**src/rtl/key_debounce_repeat_if.sv**
```systemverilog
// Key-path bundle between the pushbutton front end and the game FSM.
// Latency: none, this is wiring only.
// Backpressure: none, because every output is a single-cycle pulse or a level.
// Ports:
//   tick_input  : 100 Hz sample strobe, one CLOCK_50 cycle wide.
//   key_n       : raw active-low pushbuttons.
//   level       : debounced key state, 1 = pressed.
//   press_pulse : one-cycle pulse for each accepted press.
//   move_pulse  : press pulse OR auto-repeat pulse.
interface key_debounce_repeat_if #(
  parameter int N_KEYS = 4
);
  logic              tick_input;
  logic [N_KEYS-1:0] key_n;
  logic [N_KEYS-1:0] level;
  logic [N_KEYS-1:0] press_pulse;
  logic [N_KEYS-1:0] move_pulse;

  // The master drives the strobe and the keys, and observes the results.
  modport master (
    output tick_input, key_n,
    input  level, press_pulse, move_pulse
  );

  // The debouncer side.
  modport slave (
    input  tick_input, key_n,
    output level, press_pulse, move_pulse
  );
endinterface

```
**src/rtl/key_debounce_repeat.sv**
```systemverilog
// Pushbutton synchroniser, tick-based debouncer and per-key auto-repeat generator.
// Latency: 2 sync flops, then STABLE_TICKS ticks to accept a level; pulses register on that edge.
// Backpressure: none. The pulses are fire-and-forget and the consumer must take them on the cycle they occur.
// Ports:
//   CLOCK_50 : system clock.
//   resetn   : asynchronous active-low reset.
//   bus      : slave side of key_debounce_repeat_if (tick_input, key_n in; level, press_pulse, move_pulse out).
module key_debounce_repeat #(
  parameter int                N_KEYS        = 4,
  parameter int                STABLE_TICKS  = 2,
  parameter int                REPEAT_DELAY  = 20,
  parameter int                REPEAT_PERIOD = 5,
  parameter logic [N_KEYS-1:0] REPEAT_MASK   = 4'b0111
) (
  input  logic                 CLOCK_50,
  input  logic                 resetn,
  key_debounce_repeat_if.slave bus
);

  localparam int DCNT_W = $clog2(STABLE_TICKS + 1);
  localparam int RMAX   = (REPEAT_DELAY > REPEAT_PERIOD) ? REPEAT_DELAY : REPEAT_PERIOD;
  localparam int RCNT_W = $clog2(RMAX + 1);

  localparam logic [DCNT_W-1:0] DCNT_LAST  = DCNT_W'(STABLE_TICKS);
  localparam logic [RCNT_W-1:0] RCNT_DELAY = RCNT_W'(REPEAT_DELAY);
  localparam logic [RCNT_W-1:0] RCNT_PER   = RCNT_W'(REPEAT_PERIOD);

  typedef enum logic [1:0] {
    ST_IDLE   = 2'd0,
    ST_HOLD   = 2'd1,
    ST_REPEAT = 2'd2
  } state_t;

  // Two-flop synchroniser. Its reset value is "released", so a key that is
  // held through reset is still seen as a fresh press once reset lifts.
  logic [N_KEYS-1:0] r_sync1;
  logic [N_KEYS-1:0] r_sync2;
  logic [N_KEYS-1:0] w_s;

  always_ff @(posedge CLOCK_50 or negedge resetn) begin
    if (!resetn) begin
      r_sync1 <= '1;
      r_sync2 <= '1;
    end else begin
      r_sync1 <= bus.key_n;
      r_sync2 <= r_sync1;
    end
  end

  assign w_s = ~r_sync2;

  logic [N_KEYS-1:0] w_level;
  logic [N_KEYS-1:0] w_press;
  logic [N_KEYS-1:0] w_move;

  for (genvar gi = 0; gi < N_KEYS; gi++) begin : g_key
    logic              r_level;
    logic              r_press;
    logic              r_move;
    logic [DCNT_W-1:0] r_dcnt;
    logic [RCNT_W-1:0] r_rcnt;
    state_t            r_state;

    logic              w_level_nxt;
    logic [DCNT_W-1:0] w_dcnt_nxt;
    logic [RCNT_W-1:0] w_rcnt_nxt;
    logic [RCNT_W-1:0] w_rinc;
    state_t            w_state_nxt;
    logic              w_rise;
    logic              w_fall;
    logic              w_rep;

    // Debounce. A sample that matches the current level clears the run, so
    // only STABLE_TICKS consecutive disagreeing ticks flip the level.
    always_comb begin
      w_level_nxt = r_level;
      w_dcnt_nxt  = r_dcnt;
      if (bus.tick_input) begin
        if (w_s[gi] == r_level) begin
          w_dcnt_nxt = '0;
        end else if (r_dcnt + DCNT_W'(1) == DCNT_LAST) begin
          w_level_nxt = w_s[gi];
          w_dcnt_nxt  = '0;
        end else begin
          w_dcnt_nxt = r_dcnt + DCNT_W'(1);
        end
      end
    end

    assign w_rise = w_level_nxt & ~r_level;
    assign w_fall = ~w_level_nxt & r_level;
    assign w_rinc = r_rcnt + RCNT_W'(1);

    // Repeat FSM. A release is checked before anything else, so a release
    // that lands on a repeat boundary suppresses that repeat. A rise can
    // only happen in IDLE, so a press and a repeat never coincide.
    always_comb begin
      w_state_nxt = r_state;
      w_rcnt_nxt  = r_rcnt;
      w_rep       = 1'b0;
      if (!REPEAT_MASK[gi]) begin
        w_state_nxt = ST_IDLE;
        w_rcnt_nxt  = '0;
      end else if (w_fall) begin
        w_state_nxt = ST_IDLE;
        w_rcnt_nxt  = '0;
      end else begin
        unique case (r_state)
          ST_IDLE: begin
            if (w_rise) begin
              w_state_nxt = ST_HOLD;
              w_rcnt_nxt  = '0;
            end
          end
          ST_HOLD: begin
            if (bus.tick_input && r_level) begin
              if (w_rinc == RCNT_DELAY) begin
                w_rep       = 1'b1;
                w_rcnt_nxt  = '0;
                w_state_nxt = ST_REPEAT;
              end else begin
                w_rcnt_nxt = w_rinc;
              end
            end
          end
          ST_REPEAT: begin
            if (bus.tick_input && r_level) begin
              if (w_rinc == RCNT_PER) begin
                w_rep      = 1'b1;
                w_rcnt_nxt = '0;
              end else begin
                w_rcnt_nxt = w_rinc;
              end
            end
          end
          default: begin
            w_state_nxt = ST_IDLE;
            w_rcnt_nxt  = '0;
          end
        endcase
      end
    end

    always_ff @(posedge CLOCK_50 or negedge resetn) begin
      if (!resetn) begin
        r_level <= 1'b0;
        r_press <= 1'b0;
        r_move  <= 1'b0;
        r_dcnt  <= '0;
        r_rcnt  <= '0;
        r_state <= ST_IDLE;
      end else begin
        r_level <= w_level_nxt;
        r_press <= w_rise;
        r_move  <= w_rise | w_rep;
        r_dcnt  <= w_dcnt_nxt;
        r_rcnt  <= w_rcnt_nxt;
        r_state <= w_state_nxt;
      end
    end

    assign w_level[gi] = r_level;
    assign w_press[gi] = r_press;
    assign w_move[gi]  = r_move;
  end

  assign bus.level       = w_level;
  assign bus.press_pulse = w_press;
  assign bus.move_pulse  = w_move;

endmodule

```
**src/flat_wrapper.sv**
```systemverilog
// flat-port wrapper written by rule: the top's interface ports become plain ports
module key_debounce_repeat_flat 
#(
  parameter int                N_KEYS        = 4,
  parameter int                STABLE_TICKS  = 2,
  parameter int                REPEAT_DELAY  = 20,
  parameter int                REPEAT_PERIOD = 5,
  parameter logic [N_KEYS-1:0] REPEAT_MASK   = 4'b0111
)
  (CLOCK_50, resetn, bus_tick_input, bus_key_n, bus_level, bus_press_pulse, bus_move_pulse);
  key_debounce_repeat_if #(.N_KEYS(N_KEYS)) bus_i ();
  input  logic CLOCK_50;
  input  logic resetn;
  input wire logic [$bits(bus_i.tick_input)-1:0] bus_tick_input;
  input wire logic [$bits(bus_i.key_n)-1:0] bus_key_n;
  output wire logic [$bits(bus_i.level)-1:0] bus_level;
  output wire logic [$bits(bus_i.press_pulse)-1:0] bus_press_pulse;
  output wire logic [$bits(bus_i.move_pulse)-1:0] bus_move_pulse;
  assign bus_i.tick_input = bus_tick_input;
  assign bus_i.key_n = bus_key_n;
  assign bus_level = bus_i.level;
  assign bus_press_pulse = bus_i.press_pulse;
  assign bus_move_pulse = bus_i.move_pulse;
  key_debounce_repeat #(.N_KEYS(N_KEYS), .STABLE_TICKS(STABLE_TICKS), .REPEAT_DELAY(REPEAT_DELAY), .REPEAT_PERIOD(REPEAT_PERIOD), .REPEAT_MASK(REPEAT_MASK)) u_core (.CLOCK_50(CLOCK_50), .resetn(resetn), .bus(bus_i));
endmodule
```
**config.mk**
```make
export PLATFORM = sky130hd
export DESIGN_NAME = key_debounce_repeat_flat
export DESIGN_NICKNAME = d
export VERILOG_FILES = /design/src/rtl/key_debounce_repeat_if.sv /design/src/rtl/key_debounce_repeat.sv /design/src/flat_wrapper.sv
export SDC_FILE = /design/constraint.sdc
export NUM_CORES = 1
export LEC_CHECK = 0
export BUFFER_PORTS_ARGS = -buffer_cell sky130_fd_sc_hd__buf_2
export CAP_MARGIN = 20
export CORE_MARGIN = 8
export CORE_UTILIZATION = 40
export DETAILED_ROUTE_END_ITERATION = 6
export MAX_ROUTING_LAYER = met4
export PLACE_DENSITY_LB_ADDON = 0.05
export SETUP_SLACK_MARGIN = 0.02
export SYNTH_ARGS = -nofsm -noshare
export SYNTH_HDL_FRONTEND = slang
export SYNTH_SLANG_ARGS = --single-unit
```
**constraint.sdc**
```tcl
create_clock -name CLOCK_50 -period 2.6 [get_ports CLOCK_50]
set_clock_uncertainty 0.15 [all_clocks]
set_input_delay 0.13 -clock CLOCK_50 [delete_from_list [all_inputs] [get_ports CLOCK_50]]
set_output_delay 0.13 -clock CLOCK_50 [all_outputs]
set_load 0.1 [all_outputs]
```
Yosys cells after proc, flatten, opt, wreduce, memory -nomap -nowiden

Index checks and enable logic that the tools add are counted.

Eq/ne operators: 35
Add/sub/neg operators: 7
Muxes and demuxes: 74
Bitwise logic cells: 18
Reductions and logical operators: 12

Operators by type and width:

| kind                  | number |
|---|---|
| $mux W5               | 18 |
| $pmux W5 S3           | 3 |
| $mux W2               | 20 |
| $ne A3 B1 Y1 const B  | 12 |
| $mux W1               | 27 |
| $pmux W2 S3           | 3 |
| $add A5 B1 Y5 const B | 3 |
| $eq A5 B3 Y1 const B  | 3 |
| $eq A5 B5 Y1 const B  | 3 |
| $eq A2 B2 Y1 const B  | 7 |
| $reduce_and A4 Y1     | 3 |
| $reduce_and A3 Y1     | 3 |
| $add A2 B1 Y2 const B | 4 |
| $and A1 B1 Y1         | 7 |
| $not A1 Y1            | 7 |
| $eq A2 B1 Y1 const B  | 3 |
| $logic_not A2 Y1      | 3 |
| $ne A2 B1 Y1 const B  | 3 |
| $pmux W1 S2           | 3 |
| $eq A1 B1 Y1          | 4 |
| $not A4 Y4            | 1 |
| $logic_and A1 B1 Y1   | 3 |
| $or A1 B1 Y1          | 3 |

Register bits: 48
Input bits: 7
Output and inout bits: 12
Word-level logic and storage cells: 169

Depth between registers and ports, before layout

Depth in word-level cells: 9
Depth in mapped cells: 8
Depth with buffers taken out: 7

Worst setup path before layout

OpenSTA, ideal clock, no wires.

Path kind: register -> register
From: register u_core.g_key[0].r_state[0]
To: register u_core.g_key[0].r_rcnt[2]
Cell stages (with the launch flop): 8
Data required time: 2.385 ns
Arrival: 1.921 ns
Slack: 0.465 ns
Setup time: 0.065 ns
Period minus slack after synthesis: 2.135 ns
Buffers on the path: 0
Cell sequence: dfrtp_1 -> inv_1 -> ha_1 -> or4_1 -> a21oi_2 -> o21ai_0 -> a2111oi_0 -> a21o_1

Word-level cells in the longest chain between the ends: 3
Elaborated cells between the ends (all ways): 9
Classes of those cells: eq/ne (5); mux (2); reduce/logical (2)

RTL lines:

| item                                                   | line                       | RTL |
|---|---|---|
| start: declaration                                     | key_debounce_repeat.sv:62  | `state_t r_state;` |
| start signal: assignment                               | key_debounce_repeat.sv:158 | `r_state <= w_state_nxt;` |
| $eq A2 B2 Y1, or another cell as far along             | key_debounce_repeat.sv:108 | `unique case (r_state)` |
| $ne A3 B1 Y1 (no line) or $pmux W5 S3 (tied branches)  | -                          |  |
| $reduce_and A3 Y1 (no line) or $mux W5 (tied branches) | -                          |  |
| end signal: assignment                                 | key_debounce_repeat.sv:157 | `r_rcnt <= w_rcnt_nxt;` |
| end: declaration                                       | key_debounce_repeat.sv:61  | `logic [RCNT_W-1:0] r_rcnt;` |

Several ways; a longest one is shown, not always the timed one.
A chain may end at the register's enable or synchronous reset.

Final worst setup path

Ends and elaborated chain as after synthesis.

==> impl_results.html <==
<table>
<tr><th>Metric</th><th>Value</th></tr>
<tr><th colspan="2">Finish</th></tr>
<tr><td>Utilization of the core after routing</td><td>0.450</td></tr>
<tr><td>Antenna cell count</td><td>0</td></tr>
<tr><td>Count of non-filler cells in the finished layout</td><td>426</td></tr>
<tr><td>Fill cell instance count of the final layout</td><td>692</td></tr>
<tr><td>Number of nets in the finished design</td><td>353</td></tr>
<tr><td>Share of final-layout standard cells stronger than drive strength 1</td><td>0.159</td></tr>
<tr><td>Storage cell area</td><td>1210 um2</td></tr>
<tr><td>Area occupied by multi-input gates</td><td>1530 um2</td></tr>
<tr><td>Synthesis-to-layout area growth</td><td>10.2%</td></tr>
<tr><th colspan="2">STA</th></tr>
<tr><td>Time the final worst path needs with I/O delays and setup</td><td>2320 ps</td></tr>
<tr><td>Final WS setup</td><td>284 ps</td></tr>
<tr><td>Relative max-transition margin</td><td>0.534</td></tr>
<tr><td>Hold violation count in the final report</td><td>0</td></tr>
<tr><td>Max Clk Rate</td><td>432 MHz</td></tr>
<tr><td>Share of the clock period used by the worst path after layout</td><td>0.891</td></tr>
<tr><td>Total negative setup slack</td><td>0 ps</td></tr>
<tr><td>Max-slew violations</td><td>0</td></tr>
<tr><td>Setup repair after global routing missed its margin</td><td>false</td></tr>
<tr><td>Final setup vio count</td><td>0</td></tr>
<tr><td>Worst Max-Slew Pin Slew</td><td>700 ps</td></tr>
<tr><th colspan="2">Place</th></tr>
<tr><td>Pre-CTS setup slack</td><td>306 ps</td></tr>
<tr><td>Global placer's final weighted congestion</td><td>0.805</td></tr>
<tr><td>Cell count after placement</td><td>413</td></tr>
<tr><td>Count of buffers inserted at the top-level ports</td><td>18</td></tr>
<tr><td>Final HPWL from detailed placement</td><td>4440 um</td></tr>
<tr><th colspan="2">Critical path</th></tr>
<tr><td>Arrival time reported for the critical path endpoint</td><td>2410 ps</td></tr>
<tr><td>Type of element launching the critical path</td><td>flip-flop</td></tr>
<tr><td>Buffering stage count on the worst path with inverters included</td><td>1</td></tr>
<tr><td>Top delay family on crit path</td><td>compound AO/OA/AOI/OAI gates</td></tr>
<tr><td>Cell at the slowest stage of the critical path</td><td>sky130_fd_sc_hd__or4_1</td></tr>
<tr><td>Critical register-to-register path endpoint</td><td>u_core.g_key[0].r_rcnt[2]$_DFFE_PN0P_</td></tr>
<tr><td>Critical setup path kind</td><td>reg2reg</td></tr>
<tr><td>Maximum fanout along the worst path</td><td>8</td></tr>
<tr><td>Startpoint of the worst-slack reg-to-reg timing path</td><td>u_core.g_key[0].r_state[0]$_DFFE_PN0P_</td></tr>
<tr><td>Critical-path cell list</td><td>inv_1, ha_1, or4_1, a21oi_2, o21ai_0, a2111oi_0, a21o_1</td></tr>
<tr><td>CP Capture Type</td><td>flip-flop</td></tr>
<tr><td>Reg2Reg Depth</td><td>7</td></tr>
<tr><td>Minimum setup slack among reg-to-reg paths</td><td>280 ps</td></tr>
<tr><td>Worst Path Required</td><td>2690 ps</td></tr>
<tr><td>Critical Path Max Stage Delay</td><td>510 ps</td></tr>
<tr><td>CP Launch Point</td><td>u_core.g_key[0].r_state[0]$_DFFE_PN0P_</td></tr>
<tr><th colspan="2">Synth</th></tr>
<tr><td>Post-synthesis async set-or-reset flop share</td><td>1.00</td></tr>
<tr><td>Syn Nets</td><td>334</td></tr>
<tr><td>Synthesis warning total</td><td>0</td></tr>
<tr><td>Cell count after synthesis</td><td>307</td></tr>
<tr><td>Netlist cell types</td><td>67</td></tr>
<tr><td>Part of the Yosys area used for sequential elements</td><td>0.413</td></tr>
<tr><td>Synthesized area per cell</td><td>9.55 um2</td></tr>
<tr><td>Netlist area before placement</td><td>2930 um2</td></tr>
<tr><td>Most instantiated flip-flop cell in the synthesis netlist</td><td>sky130_fd_sc_hd__dfrtp_1</td></tr>
<tr><td>EDFF count, synth</td><td>0</td></tr>
<tr><td>Post-synthesis sequential element count</td><td>48</td></tr>
<tr><th colspan="2">Floorplanning</th></tr>
<tr><td>IO Count</td><td>19</td></tr>
<tr><td>Placement Rows</td><td>31</td></tr>
<tr><td>Starting density of the core</td><td>0.409</td></tr>
<tr><td>Horizontal extent of the die</td><td>102 um</td></tr>
<tr><td>Die area</td><td>10300 um2</td></tr>
<tr><td>Standard cell core area</td><td>7180 um2</td></tr>
<tr><td>Die height</td><td>102 um</td></tr>
<tr><th colspan="2">Clocking</th></tr>
<tr><td>Clk slew on worst S/H paths</td><td>90 ps</td></tr>
<tr><td>Clock insertion delay at the later pin of the skew report</td><td>310 ps</td></tr>
<tr><td>TritonCTS Buffers</td><td>5</td></tr>
<tr><td>Number of levels in the clock H-tree</td><td>2</td></tr>
<tr><td>Root buffer cell</td><td>sky130_fd_sc_hd__clkbuf_8</td></tr>
<tr><td>Max Root-Sink Buffers</td><td>2</td></tr>
<tr><td>Clock Sinks</td><td>48</td></tr>
<tr><td>Setup bufs post-CTS</td><td>0</td></tr>
<tr><td>CTS tree</td><td>built</td></tr>
<tr><th colspan="2">Routing</th></tr>
<tr><td>Routed wire length</td><td>5860 um</td></tr>
<tr><td>Number of DRC markers after the initial detailed-route iteration</td><td>40</td></tr>
<tr><td>Ratio of routed vias to standard cells</td><td>5.18</td></tr>
<tr><td>Total number of vias</td><td>2205</td></tr>
<tr><td>Antenna-violating nets left</td><td>0</td></tr>
<tr><td>Detailed-router iteration count before antenna repair</td><td>4</td></tr>
<tr><td>DRC viols</td><td>0</td></tr>
<tr><td>Average detailed-routed wire length per instance</td><td>13.8 um</td></tr>
<tr><th colspan="2">Power</th></tr>
<tr><td>Power density normalized to cell area</td><td>952 nW/um2</td></tr>
<tr><td>Power consumption</td><td>3.08 mW</td></tr>
<tr><td>Static leakage</td><td>1.42 nW</td></tr>
<tr><td>VDD IR-drop max</td><td>447 uV</td></tr>
<tr><th colspan="2">Global route</th></tr>
<tr><td>Overall fraction of global-route tracks in use</td><td>0.122</td></tr>
<tr><td>Wire length of the first global-routing pass</td><td>10000 um</td></tr>
<tr><td>Vias in the first global route</td><td>2144</td></tr>
<tr><td>Total global routing overflow</td><td>0</td></tr>
<tr><td>Initial antenna violation count</td><td>0</td></tr>
<tr><td>Pin count of the biggest net entering global routing</td><td>30</td></tr>
<tr><th colspan="2">Status</th></tr>
<tr><td>Result of the run</td><td>complete, no violations</td></tr>
<tr><th colspan="2">Worst hold path</th></tr>
<tr><td>Worst Hold Launch</td><td>bus_tick_input</td></tr>
<tr><td>Class of the tightest hold or removal check</td><td>in2reg</td></tr>
<tr><td>Worst hold path endpoint</td><td>u_core.g_key[2].r_dcnt[1]$_DFFE_PN0P_</td></tr>
<tr><td>Hold depth</td><td>2</td></tr>
<tr><th colspan="2">Run</th></tr>
<tr><td>MaxCap Viol Count</td><td>0</td></tr>
</table>
how the worst max path moves through the flow:
stage | end | slack (ps) | cells past startpoint
floorplan | u_core.g_key[0].r_rcnt[2]$_DFFE_PN0P_ | 460 | 7
global placement | u_core.g_key[1].r_rcnt[2]$_DFFE_PN0P_ | 370 | 6
detailed placement | u_core.g_key[0].r_rcnt[2]$_DFFE_PN0P_ | 310 | 7
CTS | u_core.g_key[0].r_rcnt[2]$_DFFE_PN0P_ | 280 | 7
global route | u_core.g_key[1].r_rcnt[2]$_DFFE_PN0P_ | 150 | 6
finish | u_core.g_key[0].r_rcnt[2]$_DFFE_PN0P_ | 280 | 7
logic make-up (layout without fill, tap and decap cells):
kind of cell    count (synthesis)  after routing  synth area share
fa+ha+maj                      20             20            0.0854
flops                          48             48             0.413
compound gates                 88             88             0.205
mux                             2              2           0.00726
buf+inv                        36             56            0.0644
simple gates                  110            110             0.216
xor+xnor                        3              3           0.00896
layer usage:
layer | wire length [um] | up-vias | GRT usage
met4 | 41 | 0 | 0.0275
met2 | 2730 | 25 | 0.194
met1 | 2890 | 1030 | 0.156
li1 | - | 1146 | -
met5 | 0 | - | -
met3 | 197 | 4 | 0.0261
area by class of cell:
class                           instances  area share
Clock buffer                            5      0.0213
Clock inverter                          3      0.0147
Inverter                               21      0.0244
Multi-Input combinational cell        223       0.474
Sequential cell                        48       0.375
Tap cell                               99      0.0383
Timing Repair Buffer                   27      0.0527
registers in the layout, summed over array words and instances (netlist names):
name and count:
u_core.g_key.r_level 4, u_core.r_sync1 4, u_core.g_key.r_state 6, u_core.g_key.r_move 3, u_core.g_key.r_press 4, u_core.g_key.r_rcnt 15
u_core.g_key.r_dcnt 8, u_core.r_sync2 4
cell usage in the layout, fill, tap and decap left out, types with 6 or more instances in the layout:
| master | Yosys | layout |
|---|---|---|
| sky130_fd_sc_hd__nand3_1 | 13 | 13 |
| sky130_fd_sc_hd__nor2b_1 | 6 | 6 |
| sky130_fd_sc_hd__ha_1 | 20 | 20 |
| sky130_fd_sc_hd__dfstp_2 | 8 | 8 |
| sky130_fd_sc_hd__nand2_1 | 25 | 25 |
| sky130_fd_sc_hd__nand3b_1 | 6 | 6 |
| sky130_fd_sc_hd__nor2_1 | 14 | 14 |
| sky130_fd_sc_hd__o21ai_0 | 23 | 23 |
| sky130_fd_sc_hd__dfrtp_1 | 40 | 40 |
| sky130_fd_sc_hd__inv_1 | 21 | 21 |
| sky130_fd_sc_hd__a21oi_1 | 11 | 11 |
| sky130_fd_sc_hd__buf_2 | 1 | 18 |
timing repair:
action	4_1_cts	5_1_grt
hold endpoints to repair	25	0
gates resized for setup	0	0
hold buffers	5	0
power breakdown:
group          switching (mW)  internal, mW  leakage [nW]
clock                   0.278         0.290        0.0583
combinational            1.02         0.458         0.734
sequential              0.144         0.883         0.624
total                    1.45          1.63          1.42
stage by stage:
stage | cell area [um2] | hold slack [ps]
after CTS | 3230 | 84.1
final | 3230 | 84.9
after global placement | 3070 | 40.2
after global routing | 3230 | 115
after detailed placement | 3070 | 46.4
after floorplan | 2930 | -316
synth_stat cells, types with 5 or more instances:
library cell | n | share of area
sky130_fd_sc_hd__buf_4 | 12 | 0.031
sky130_fd_sc_hd__a21oi_1 | 11 | 0.019
sky130_fd_sc_hd__ha_1 | 20 | 0.085
sky130_fd_sc_hd__a21boi_0 | 5 | 0.013
sky130_fd_sc_hd__dfrtp_1 | 40 | 0.34
sky130_fd_sc_hd__o21ai_0 | 23 | 0.039
sky130_fd_sc_hd__nand3b_1 | 6 | 0.015
sky130_fd_sc_hd__nand4_1 | 5 | 0.011
sky130_fd_sc_hd__nand2_1 | 25 | 0.032
sky130_fd_sc_hd__nand3_1 | 13 | 0.022
sky130_fd_sc_hd__nor2_1 | 14 | 0.018
sky130_fd_sc_hd__nor2b_1 | 6 | 0.013
sky130_fd_sc_hd__inv_1 | 21 | 0.027
sky130_fd_sc_hd__dfstp_2 | 8 | 0.072
sky130_fd_sc_hd__nor3_1 | 5 | 0.0085
Note: power is estimated with default switching activity, not from simulation.
